==> config.mk <==
export PLATFORM = sky130hd
export DESIGN_NAME = deserializador_32_flat
export DESIGN_NICKNAME = d
export VERILOG_FILES = /design/src/rtl/deserializador_32_if.sv /design/src/rtl/deserializador_32.sv /design/src/flat_wrapper.sv
export SDC_FILE = /design/constraint.sdc
export NUM_CORES = 1
export LEC_CHECK = 0
export ABC_AREA = 1
export ABC_CLOCK_PERIOD_IN_PS = 6100
export BUFFER_PORTS_ARGS = -buffer_cell sky130_fd_sc_hd__buf_2
export CORE_MARGIN = 5
export CORE_UTILIZATION = 61
export DETAILED_ROUTE_END_ITERATION = 7
export GPL_TIMING_DRIVEN = 0
export HOLD_SLACK_MARGIN = 0.03
export PLACE_DENSITY_LB_ADDON = 0.15
export SLEW_MARGIN = 5
export SYNTH_ARGS = -nofsm -noshare
export SYNTH_HDL_FRONTEND = slang
export SYNTH_SLANG_ARGS = --single-unit
==> constraint.sdc <==
create_clock -name CLK -period 6.1 [get_ports CLK]
set_input_delay 1.525 -clock CLK [delete_from_list [all_inputs] [get_ports CLK]]
set_output_delay 1.525 -clock CLK [all_outputs]
set_load 0.02 [all_outputs]
==> src/rtl/deserializador_32_if.sv <==
// Bus bundle for deserializador_32.
// Handshake: the producer strobes INICIO with ENB one cycle before the first
// data bit. It then presents S_IN, and each bit is taken on an edge where ENB=1.
// The word in Q is valid while VALIDO=1 and stays held until the consumer
// pulses LEER, which clears VALIDO on the next edge.
interface deserializador_32_if;
  logic        ENB;
  logic        INICIO;
  logic        DIR;
  logic        S_IN;
  logic        LEER;
  logic [31:0] Q;
  logic        VALIDO;
  logic        OCUPADO;
  logic [5:0]  CONTEO;
  logic        SOBRECARGA;
  logic        ERR_PARIDAD;
  logic [1:0]  ESTADO_DBG;   // FSM state: 0 IDLE, 1 RECIBE, 2 PARIDAD, 3 LLENO

  modport master (
    output ENB, INICIO, DIR, S_IN, LEER,
    input  Q, VALIDO, OCUPADO, CONTEO, SOBRECARGA, ERR_PARIDAD, ESTADO_DBG
  );

  modport slave (
    input  ENB, INICIO, DIR, S_IN, LEER,
    output Q, VALIDO, OCUPADO, CONTEO, SOBRECARGA, ERR_PARIDAD, ESTADO_DBG
  );
endinterface

==> src/rtl/deserializador_32.sv <==
// 32-bit serial-to-parallel receiver with a held output word and a sticky overrun flag.
// Optional macro DESERIALIZADOR_PARIDAD_EN adds an even-parity bit after the 32 data bits.
module deserializador_32 (
  input  logic                CLK,
  input  logic                RESET,
  deserializador_32_if.slave  bus
);

  typedef enum logic [1:0] {
    IDLE    = 2'd0,
    RECIBE  = 2'd1,
`ifdef DESERIALIZADOR_PARIDAD_EN
    PARIDAD = 2'd2,
`endif
    LLENO   = 2'd3
  } estado_t;

  estado_t     r_estado;
  estado_t     w_estado_sig;
  logic [31:0] r_shift;
  logic [31:0] r_q;
  logic [5:0]  r_conteo;
  logic        r_dir;
  logic        r_valido;
  logic        r_sobrecarga;
  logic        w_inicio;
  logic        w_ultimo;
  logic [31:0] w_shift_sig;

  assign w_inicio = bus.INICIO & bus.ENB;
  assign w_ultimo = (r_conteo == 6'd31);
  // MSB-first shifts left so the first bit ends up at bit 31. LSB-first shifts right
  // so the first bit ends up at bit 0.
  assign w_shift_sig = r_dir ? {r_shift[30:0], bus.S_IN} : {bus.S_IN, r_shift[31:1]};

  // Next-state logic
  always_comb begin
    w_estado_sig = r_estado;
    case (r_estado)
      IDLE:   if (w_inicio) w_estado_sig = RECIBE;
      RECIBE: if (bus.ENB && w_ultimo) begin
`ifdef DESERIALIZADOR_PARIDAD_EN
        w_estado_sig = PARIDAD;
`else
        w_estado_sig = LLENO;
`endif
      end
`ifdef DESERIALIZADOR_PARIDAD_EN
      PARIDAD: if (bus.ENB) w_estado_sig = LLENO;
`endif
      LLENO:  if (bus.LEER) w_estado_sig = w_inicio ? RECIBE : IDLE;
      default: w_estado_sig = IDLE;
    endcase
  end

  // State register
  always_ff @(posedge CLK or posedge RESET) begin
    if (RESET) r_estado <= IDLE;
    else       r_estado <= w_estado_sig;
  end

`ifdef DESERIALIZADOR_PARIDAD_EN
  logic r_err;
`endif

  // Datapath: shift register, bit count, held word and flags
  always_ff @(posedge CLK or posedge RESET) begin
    if (RESET) begin
      r_shift      <= '0;
      r_q          <= '0;
      r_conteo     <= '0;
      r_dir        <= 1'b0;
      r_valido     <= 1'b0;
      r_sobrecarga <= 1'b0;
`ifdef DESERIALIZADOR_PARIDAD_EN
      r_err        <= 1'b0;
`endif
    end else begin
      case (r_estado)
        IDLE: if (w_inicio) begin
          r_conteo <= '0;
          r_dir    <= bus.DIR;
          r_shift  <= '0;
        end
        RECIBE: if (bus.ENB) begin
          r_shift  <= w_shift_sig;
          r_conteo <= r_conteo + 6'd1;
`ifndef DESERIALIZADOR_PARIDAD_EN
          if (w_ultimo) begin
            r_q      <= w_shift_sig;
            r_valido <= 1'b1;
          end
`endif
        end
`ifdef DESERIALIZADOR_PARIDAD_EN
        PARIDAD: if (bus.ENB) begin
          r_q      <= r_shift;
          r_valido <= 1'b1;
          r_err    <= (^r_shift) ^ bus.S_IN;
        end
`endif
        LLENO: begin
          if (bus.LEER) begin
            r_valido <= 1'b0;
            if (w_inicio) begin
              r_conteo <= '0;
              r_dir    <= bus.DIR;
              r_shift  <= '0;
            end
          end else if (w_inicio) begin
            // A new frame while the held word is unread is refused and flagged.
            r_sobrecarga <= 1'b1;
          end
        end
        default: ;
      endcase
    end
  end

  assign bus.Q          = r_q;
  assign bus.VALIDO     = r_valido;
  assign bus.CONTEO     = r_conteo;
  assign bus.SOBRECARGA = r_sobrecarga;
  assign bus.ESTADO_DBG = r_estado;
`ifdef DESERIALIZADOR_PARIDAD_EN
  assign bus.OCUPADO     = (r_estado == RECIBE) || (r_estado == PARIDAD);
  assign bus.ERR_PARIDAD = r_err;
`else
  assign bus.OCUPADO     = (r_estado == RECIBE);
  assign bus.ERR_PARIDAD = 1'b0;
`endif

endmodule
==> src/flat_wrapper.sv <==
// flat-port wrapper written by rule: the top's interface ports become plain ports
module deserializador_32_flat 
  (CLK, RESET, bus_ENB, bus_INICIO, bus_DIR, bus_S_IN, bus_LEER, bus_Q, bus_VALIDO, bus_OCUPADO, bus_CONTEO, bus_SOBRECARGA, bus_ERR_PARIDAD, bus_ESTADO_DBG);
  deserializador_32_if bus_i ();
  input  logic CLK;
  input  logic RESET;
  input wire logic [$bits(bus_i.ENB)-1:0] bus_ENB;
  input wire logic [$bits(bus_i.INICIO)-1:0] bus_INICIO;
  input wire logic [$bits(bus_i.DIR)-1:0] bus_DIR;
  input wire logic [$bits(bus_i.S_IN)-1:0] bus_S_IN;
  input wire logic [$bits(bus_i.LEER)-1:0] bus_LEER;
  output wire logic [$bits(bus_i.Q)-1:0] bus_Q;
  output wire logic [$bits(bus_i.VALIDO)-1:0] bus_VALIDO;
  output wire logic [$bits(bus_i.OCUPADO)-1:0] bus_OCUPADO;
  output wire logic [$bits(bus_i.CONTEO)-1:0] bus_CONTEO;
  output wire logic [$bits(bus_i.SOBRECARGA)-1:0] bus_SOBRECARGA;
  output wire logic [$bits(bus_i.ERR_PARIDAD)-1:0] bus_ERR_PARIDAD;
  output wire logic [$bits(bus_i.ESTADO_DBG)-1:0] bus_ESTADO_DBG;
  assign bus_i.ENB = bus_ENB;
  assign bus_i.INICIO = bus_INICIO;
  assign bus_i.DIR = bus_DIR;
  assign bus_i.S_IN = bus_S_IN;
  assign bus_i.LEER = bus_LEER;
  assign bus_Q = bus_i.Q;
  assign bus_VALIDO = bus_i.VALIDO;
  assign bus_OCUPADO = bus_i.OCUPADO;
  assign bus_CONTEO = bus_i.CONTEO;
  assign bus_SOBRECARGA = bus_i.SOBRECARGA;
  assign bus_ERR_PARIDAD = bus_i.ERR_PARIDAD;
  assign bus_ESTADO_DBG = bus_i.ESTADO_DBG;
  deserializador_32 u_core (.CLK(CLK), .RESET(RESET), .bus(bus_i));
endmodule
== Word level (Yosys, flattened, before mapping) ==
Index checks and enable logic that the tools add are counted.
W data, S select, Z words.

* Flip-flop bits (word level): 75
* Input port bits: 7
* Word-level logic and storage cells: 50
* Output and inout port bits: 44

* Muxes and demuxes: 21
* Add/subtract/negate cells: 1
* Equal/unequal tests: 8
* Bitwise gates (word level): 2
* Reduce and logical (&&, ||, !) cells: 11

{| class="wikitable"
|+ Operators by type and width
! cell !! count
|-
| $mux W32 || 4
|-
| $pmux W32 S3 || 1
|-
| $mux W6 || 3
|-
| $pmux W6 S3 || 1
|-
| $reduce_and A3 Y1 || 4
|-
| $add A6 B1 Y6 const B || 1
|-
| $eq A6 B5 Y1 const B || 1
|-
| $mux W1 || 6
|-
| $mux W2 || 3
|-
| $ne A2 B1 Y1 const B || 3
|-
| $pmux W2 S3 || 1
|-
| $ne A2 B2 Y1 const B || 2
|-
| $pmux W1 S2 || 2
|-
| $reduce_and A4 Y1 || 1
|-
| $reduce_bool A2 Y1 || 2
|-
| $reduce_bool A3 Y1 || 1
|-
| $eq A2 B1 Y1 const B || 1
|-
| $eq A2 B2 Y1 const B || 1
|-
| $logic_not A2 Y1 || 1
|-
| $reduce_and A2 Y1 || 1
|-
| $and A1 B1 Y1 || 1
|-
| $logic_and A1 B1 Y1 || 1
|-
| $not A1 Y1 || 1
|}

== Depth between registers and ports, before layout ==
Gate-level depths: netlist of run 1.

* Depth after elaboration: 4
* Depth in mapped cells: 9
* Gate-level depth less buffers: 8

== Least setup slack after synthesis of run 1 ==
No wires, ideal clock.

* Kind: input to register
* From: input bus_LEER
* To: register u_core.r_conteo[0], in the netlist u_core.bus.CONTEO[0]
* Stages on the path: 7
* Slack: 3.781 ns
* Buffers on the path: 2
* Arrival: 2.185 ns
* Data required time: 5.966 ns
* Cell sequence: inv_1 > nand3_1 > nand2_1 > nor2_2 > buf_6 > buf_6 > mux2i_1

* Word-level cells in the longest chain between the ends: 2

{| class="wikitable"
|+ Ends and longest elaborated chain
! item !! RTL line !! source
|-
| start: declaration || flat_wrapper.sv:11 || <nowiki>input wire logic [$bits(bus_i.LEER)-1:0] bus_LEER;</nowiki>
|-
| $ne A2 B2 Y1 (no line) || - ||
|-
| $reduce_and A3 Y1 (no line) || - ||
|-
| end signal: assignment || deserializador_32.sv:87 || <nowiki>r_conteo <= r_conteo + 6'd1;</nowiki>
|-
| end: declaration || deserializador_32.sv:22 || <nowiki>logic [5:0] r_conteo;</nowiki>
|}

Every way passes these cells.
A chain may end at the register's enable or synchronous reset.

== Final worst setup path of run 1 ==
* From: register u_core.r_estado[1], in the netlist u_core.bus.ESTADO_DBG[1]
* To: output bus_OCUPADO

* Word-level cells in the longest chain between the ends: 1

{| class="wikitable"
|+ Ends and longest elaborated chain
! item !! RTL line !! source
|-
| start: declaration || deserializador_32.sv:18 || <nowiki>estado_t r_estado;</nowiki>
|-
| start signal: assignment || deserializador_32.sv:59 || <nowiki>else r_estado <= w_estado_sig;</nowiki>
|-
| $eq A2 B1 Y1 || deserializador_32.sv:129 || <nowiki>assign bus.OCUPADO = (r_estado == RECIBE);</nowiki>
|-
| end: declaration || flat_wrapper.sv:14 || <nowiki>output wire logic [$bits(bus_i.OCUPADO)-1:0] bus_OCUPADO;</nowiki>
|}

Every way passes these cells.

==> impl_metrics.csv, run 1 <==
group,metric,value,unit
power,p_clk_share,26.7,%
synthesis,top_cell_type_by_total_area_after_synthesis,"sky130_fd_sc_hd__dfrtp_1",
power,netSwitchingFraction,34.8,%
floorplan,initial_core_util,62.7,%
clock_tree,ctsResizeCount,0,
layout,postLayoutCoreUtil,72.9,%
critical_path,setup.worst_path.end_class,"output pin",
critical_path,timing.reg2reg.worst_path_depth,7,
synthesis,synthesis.area_per_instance,8.16,sq um
worst_hold_path,worstHoldStart,"u_core.bus.Q[12]",
synthesis,synth.ff_latch_count,75,
clock_tree,tritoncts_clock_tree,"built",
power,fin_total_pwr,1410,uW
sta,slew_violations,0,
clock_tree,cts.clk_slew.worst_paths,80,ps
floorplan,floorplan.io_pins,51,
worst_hold_path,whs_path_depth,2,
sta,count_of_endpoints_failing_setup_in_the_final_report,0,
floorplan,dieArea,7270,sq um
critical_path,setup.reg_to_reg.worst_slack,4330,ps
sta,timing.final.hold_violations,0,
clock_tree,clock_insertion_delay_worst_skew,350,ps
sta,finalHoldWorstSlack,469,ps
power,seq_power_share,47.2,%
sta,timing.final.crit_share,45.3,%
place,dp_worst_setup_slack,3540,ps
detailed_routing,drt_drc_violations_left,0,
critical_path,timing.critical_path.arrival,1240,ps
sta,layout_setup_ws,3340,ps
floorplan,coreArea,5510,sq um
clock_tree,root_buf_cell,"sky130_fd_sc_hd__clkbuf_8",
detailed_routing,antenna_left,0,
sta,final.min_clock_period,2760,ps
critical_path,max_stage_delay,430,ps
synthesis,syn-cell-area,3450,sq um
power,power-per-cell-area,351,nW/um^2
place,port_buffers,49,
layout,most-common-layout-cells,"sky130_fd_sc_hd__nand2_1 (161), sky130_fd_sc_hd__dfrtp_1 (75), sky130_fd_sc_hd__buf_2 (59), sky130_fd_sc_hd__nand3_1 (39), sky130_fd_sc_hd__inv_1 (36)",
place,dp.final_hpwl,5.15,mm
critical_path,timing.critical_path.buf_inv,3,
synthesis,synth_top_cell_area_share,54.3,%
critical_path,slowest_stage,"sky130_fd_sc_hd__dfrtp_1",
critical_path,critical_r2r_launch,"u_core.bus.CONTEO[0]",
synthesis,ys_top_cells_by_area,"sky130_fd_sc_hd__dfrtp_1 (54%), sky130_fd_sc_hd__nand2_1 (18%), sky130_fd_sc_hd__nand3_1 (5.7%), sky130_fd_sc_hd__o21ai_0 (4.8%), sky130_fd_sc_hd__o21ai_1 (4.5%)",
power,power.switching,490,uW
worst_hold_path,worstHoldPathType,"reg2reg",
place,place_congestion,0.863,
layout,insertedDiodeCount,0,
power,power.share.combinational,26.1,%
detailed_routing,postRouteWirelength,7.58,mm
worst_hold_path,whs_endpoint,"u_core.bus.Q[12]",
layout,finalNetCount,492,
critical_path,critical_path_cell_by_cell,"inv_2 -> nand2_2 -> inv_2 -> buf_2",
critical_path,timing.critical_path.mode_cell,"sky130_fd_sc_hd__inv_2",
grt,gr-total-overflow,0,
detailed_routing,detail_route.iter0.violations,219,
floorplan,die_w,85.2,um
critical_path,required_time_reported_for_the_critical_path_endpoint,4580,ps
floorplan,die_height,85.2,um
sta,fmaxAchievable,0.362,GHz
critical_path,worst_path_dominant_cell_family,"flip-flops",
clock_tree,post-cts-setup-buffer-count,0,
sta,final.setup.tns,0,ps
clock_tree,post_cts_hold_buffer_count,0,
layout,n_fill_cell,447,
synthesis,ys_types,24,
critical_path,startpoint_type,"register",
synthesis,postSynthNetCount,431,
job,cap_violations,0,
floorplan,std_cell_rows,27,
synthesis,netlist_instances,423,
layout,flow.area_growth_from_synthesis,16.2,%
power,cell_internal_pwr,917,uW
detailed_routing,detailroute.via_count,2979,
grt,number_of_antenna_violations_at_the_first_check_in_global_routing,0,
sta,skew,9.12,ps
grt,grt_pass1_wl,13.4,mm
detailed_routing,detail_route.first_pass.iterations,4,
critical_path,crit-reg2reg-capture,"u_core.bus.Q[31]",
clock_tree,clock_path_buffers,2,
outcome,run_status,"complete, no violations",
grt,pin_count_of_the_biggest_net_entering_global_routing,67,
layout,drive_gt1_share,19.6,%
synthesis,synth_seq_area_share,54.3,%
power,ir_drop,0.252,mV
clock_tree,clock_sinks,75,
detailed_routing,post_drt_via_cell_ratio,5.31,
clock_tree,clock_tree.htree_level_count,3,
synthesis,syn_warnings,0,
sta,setup_repair_after_global_routing_missed_its_margin,"no",
power,cellLeakagePower,0.00215,uW
grt,global_route.usage.total,23.0,%
layout,final_common_cell,"sky130_fd_sc_hd__nand2_1",
critical_path,critPathKind,"reg2out",
clock_tree,cts_buffers,9,
critical_path,timing.critical_path.fanout_max,7,
grt,first_global_vias,2947,
detailed_routing,route.detailed.wl_per_inst,13.5,um
[worst reg2reg max path, stage by stage, from the launching register on]
cell	delay (ps)
sky130_fd_sc_hd__dfrtp_1	460
sky130_fd_sc_hd__ha_1	210
sky130_fd_sc_hd__nand2_1	120
sky130_fd_sc_hd__nor3_4	330
sky130_fd_sc_hd__nand2_2	240
sky130_fd_sc_hd__buf_6	200
sky130_fd_sc_hd__nand2_1	60
sky130_fd_sc_hd__nand2_1	50
[synth_stat cells, drive strengths merged]
| master | number |
|---|---|
| xor2 | 1 |
| conb | 1 |
| clkbuf | 3 |
| o21ai | 64 |
| o21bai | 1 |
| nor3 | 2 |
| dfrtp | 75 |
| nand3 | 39 |
| xnor2 | 1 |
| nand2 | 163 |
| nand4 | 1 |
| nor2 | 6 |
| inv | 41 |
| ha | 1 |
| a21oi | 1 |
| buf | 22 |
| mux2i | 1 |
[state kept, by name, indices dropped and copies added, names as in the netlist]
name	flops
u_core.bus.VALIDO	1
u_core.bus.CONTEO	6
u_core.r_shift	32
u_core.bus.ESTADO_DBG	2
u_core.r_dir	1
u_core.bus.Q	32
u_core.bus.SOBRECARGA	1
[power groups by stage]
stage,sequential [uW],clock [uW],combinational (uW)
3_3_place_gp,666,0,344
2_1_floorplan,682,0,247
5_1_grt,677,407,421
3_5_place_dp,670,0,359
6_report,664,375,367
4_1_cts,662,380,365
[cell type report]
cell class / count / area (sq um) / share of cell area [%]
flip-flops and latches: 75 / 1880 / 46.8
multi-input cells: 282 / 1240 / 30.9
repair buffers: 50 / 273 / 6.80
plain buffers: 25 / 181 / 4.52
inverters: 41 / 156 / 3.90
clock buffers: 11 / 141 / 3.52
well taps: 72 / 90.1 / 2.25
clock inverters: 5 / 52.6 / 1.31
[cell families after synthesis]
logic type      count (synthesis)  synth area share [%]
other cells                     1                 0.109
fa+ha+maj                       1                 0.362
simple gates                  211                  25.0
compound gates                 66                  9.64
mux                             1                 0.290
flops                          75                  54.3
xor+xnor                        2                 0.507
buf+inv                        66                  9.71
[through the flow]
| stage | instance area (sq um) | std cells |
|---|---|---|
| 2_1_floorplan | 3450 | 423 |
| 3_3_place_gp | 3790 | 544 |
| 3_5_place_dp | 3820 | 545 |
| 4_1_cts | 4010 | 561 |
| 5_1_grt | 4010 | 561 |
| 6_report | 4010 | 561 |
[worst max-delay path by stage]
stage / startpoint / endpoint / slack [ps] / cells after the start
after global placement: RESET / u_core.bus.Q[28] / 1820 / 2
after global routing: u_core.bus.ESTADO_DBG[1] / bus_OCUPADO / 3270 / 4
final: u_core.bus.ESTADO_DBG[1] / bus_OCUPADO / 3340 / 4
after detailed placement: bus_LEER / u_core.bus.CONTEO[5] / 3540 / 9
after floorplan: RESET / u_core.bus.CONTEO[0] / 2670 / 1
after CTS: u_core.bus.ESTADO_DBG[1] / bus_OCUPADO / 3340 / 4
[layer usage]
metal  share of wire (%)  vias up  GRT usage (%)
li1                    -     1450              -
met1                  45     1413           30.7
met2                  48      105           37.1
met3                 6.5       11           5.34
met4                 1.3        0           8.20
met5                   0        -              0
Power figures use the tool's default switching activity.
==> run 2: changes to the inputs <==
ABC_AREA = 0   (was 1)
ABC_CLOCK_PERIOD_IN_PS = 2700   (was 6100)
CORE_UTILIZATION = 56   (was 61)
clock period = 2.7 ns   (was 6.1 ns; I/O delays follow)
==> run 2 against run 1 <==
Global-route usage down 5.5 points; sequential cell count unchanged; non-clock buffer count down 8; synthesized cell count down 37%; first-iteration DRC count down 61%; total power rose to 2.8 times the previous value; routed wire length down 20%; largest power group unchanged; register-to-register slack worse by 3500 ps.
==> impl_metrics.csv, run 2 <==
group,metric,value,unit
grt,grt_pass1_wl,10.5,mm
clock_tree,post_cts_hold_buffer_count,0,
grt,first_global_vias,2278,
layout,final_common_cell,"sky130_fd_sc_hd__dfrtp_1",
synthesis,synth_top_cells_by_count,"sky130_fd_sc_hd__dfrtp_1 (75), sky130_fd_sc_hd__mux2i_1 (65), sky130_fd_sc_hd__inv_1 (35)",
synthesis,netlist_instances,267,
floorplan,floorplan.io_pins,51,
place,dp.final_hpwl,4.24,mm
sta,skew,6.81,ps
critical_path,critPathKind,"reg2out",
synthesis,postSynth.asyncResetShare,100,%
clock_tree,cts_buffers,9,
synthesis,synth_top_cell_area_share,55.9,%
layout,drive_gt1_share,24.5,%
sta,timing.final.hold_violations,0,
detailed_routing,detailroute.via_count,2165,
clock_tree,root_buf_cell,"sky130_fd_sc_hd__clkbuf_8",
layout,n_fill_cell,467,
layout,most-common-layout-cells,"sky130_fd_sc_hd__dfrtp_1 (75), sky130_fd_sc_hd__mux2i_1 (65), sky130_fd_sc_hd__buf_2 (56), sky130_fd_sc_hd__inv_1 (34), sky130_fd_sc_hd__o2bb2ai_1 (32)",
floorplan,dieArea,7640,sq um
worst_hold_path,worstHoldPathType,"in2async",
synthesis,synth.ff_latch_count,75,
detailed_routing,post_drt_via_cell_ratio,5.33,
detailed_routing,route.detailed.wl_per_inst,14.9,um
clock_tree,clock_insertion_delay_worst_skew,330,ps
floorplan,die_height,87.4,um
synthesis,yosysMostFrequentCell,"sky130_fd_sc_hd__dfrtp_1",
synthesis,top_cell_type_by_total_area_after_synthesis,"sky130_fd_sc_hd__dfrtp_1",
clock_tree,tritoncts_clock_tree,"built",
detailed_routing,detail_route.iter0.violations,86,
clock_tree,clock_sinks,75,
sta,timing.final.crit_share,75.5,%
power,cellLeakagePower,0.00186,uW
critical_path,crit-reg2reg-capture,"u_core.bus.Q[0]",
sta,final.min_clock_period,2040,ps
critical_path,required_time_reported_for_the_critical_path_endpoint,2030,ps
sta,fmaxAchievable,0.491,GHz
sta,worst_slew_pin_slew,626,ps
floorplan,die_w,87.4,um
layout,postLayoutCoreUtil,66.7,%
critical_path,timing.critical_path.arrival,1360,ps
clock_tree,ctsResizeCount,0,
detailed_routing,antenna_left,0,
synthesis,postSynthNetCount,275,
layout,insertedDiodeCount,0,
power,power-per-cell-area,1000,nW/um^2
layout,seq_area,1880,sq um
critical_path,setup.worst_path.end_class,"output pin",
critical_path,startpoint_type,"register",
sta,setup_repair_after_global_routing_missed_its_margin,"no",
layout,multiInputGateArea,1230,sq um
critical_path,timing.reg2reg.worst_path_depth,5,
place,detailed_place.area,3710,sq um
floorplan,std_cell_rows,28,
place,place_congestion,0.802,
clock_tree,cts.clk_slew.worst_paths,70,ps
synthesis,edff_count_synth,0,
layout,flow.area_growth_from_synthesis,17.0,%
layout,fin_area,3920,sq um
synthesis,ys_types,36,
power,ir_drop,0.598,mV
synthesis,synth-main-ff-cell,"sky130_fd_sc_hd__dfrtp_1",
synthesis,synthesis.area_per_instance,12.6,sq um
floorplan,initial_core_util,57.0,%
outcome,run_status,"complete, no violations",
synthesis,synth_seq_area_share,55.9,%
critical_path,timing.critical_path.fanout_max,10,
grt,number_of_antenna_violations_at_the_first_check_in_global_routing,0,
synthesis,ys_top_cells_by_area,"sky130_fd_sc_hd__dfrtp_1 (56%), sky130_fd_sc_hd__mux2i_1 (19%), sky130_fd_sc_hd__o2bb2ai_1 (8.4%), sky130_fd_sc_hd__inv_1 (3.9%), sky130_fd_sc_hd__buf_2 (1.2%)",
floorplan,coreArea,5890,sq um
sta,slew_violations,0,
synthesis,syn-cell-area,3350,sq um
sta,count_of_endpoints_failing_setup_in_the_final_report,0,
synthesis,syn_warnings,0,
grt,gr-total-overflow,0,
clock_tree,clock_path_buffers,2,
detailed_routing,drt_drc_violations_left,0,
detailed_routing,detail_route.first_pass.iterations,4,
clock_tree,post-cts-setup-buffer-count,0,
job,cap_violations,0,
place,port_buffers,48,
layout,finalNetCount,335,
critical_path,critical_r2r_launch,"u_core.bus.CONTEO[0]",
grt,global_route.usage.total,17.6,%
critical_path,setup.reg_to_reg.worst_slack,790,ps
clock_tree,clock_tree.htree_level_count,3,
grt,pin_count_of_the_biggest_net_entering_global_routing,44,
detailed_routing,postRouteWirelength,6.04,mm
sta,max_slew_margin,58.0,%
run 2: area by class of cell:
type	count	share of cell area [%]
sequential	75	47.8
clock inverter	1	0.765
inverter	36	3.51
timing repair buffer	49	6.63
tap	75	2.39
clock buffer	14	4.66
multi-input combinational	138	31.4
buffer	18	2.84
run 2: how the worst max path moves through the flow:
stage | from | to | slack, ps | cells after the start
after detailed placement | bus_ENB | u_core.bus.Q[0] | 550 | 5
final | u_core.bus.ESTADO_DBG[0] | bus_OCUPADO | 660 | 4
after global routing | u_core.bus.ESTADO_DBG[0] | bus_OCUPADO | 580 | 4
after floorplan | RESET | u_core.bus.CONTEO[0] | 120 | 1
after global placement | RESET | u_core.bus.Q[5] | -760 | 2
after CTS | u_core.bus.ESTADO_DBG[0] | bus_OCUPADO | 640 | 4
run 2: per-layer routing:
layer	GRT usage, %	vias up	routed length (um)
li1	-	1062	-
met5	0	-	0
met1	24.3	1055	2940
met2	27.1	38	2780
met4	7.53	0	110
met3	3.31	10	212
run 2: through the flow:
stage	total power, uW	worst slack, ps	std cells	hold WS, ps	setup TNS [ps]
floorplan	2650	115	267	455	0
global placement	3040	-757	390	445	-56630
detailed placement	3070	549	391	462	0
CTS	3990	643	406	344	0
global route	4210	580	406	365	0
finish	3930	662	406	341	0
run 2: worst max-delay path: stages, from the launching register on:
cell                      delay, ps
sky130_fd_sc_hd__dfrtp_1        350
sky130_fd_sc_hd__buf_4          170
sky130_fd_sc_hd__nor2b_1        130
sky130_fd_sc_hd__buf_2          200
sky130_fd_sc_hd__buf_2          190
run 2: kinds of logic after synthesis:
group	after synthesis	synth area share [%]
compound gates	49	12.3
other cells	1	0.112
mux	66	19.7
flops	75	55.9
simple gates	21	4.14
buf+inv	54	7.35
fa+ha+maj	1	0.373
run 2: power by group:
group          switching [uW]  leakage, uW  total [uW]  internal [uW]
clock network             377     0.000109         901            524
registers                 235     0.000861        1720           1480
logic                     791     0.000892        1320            527
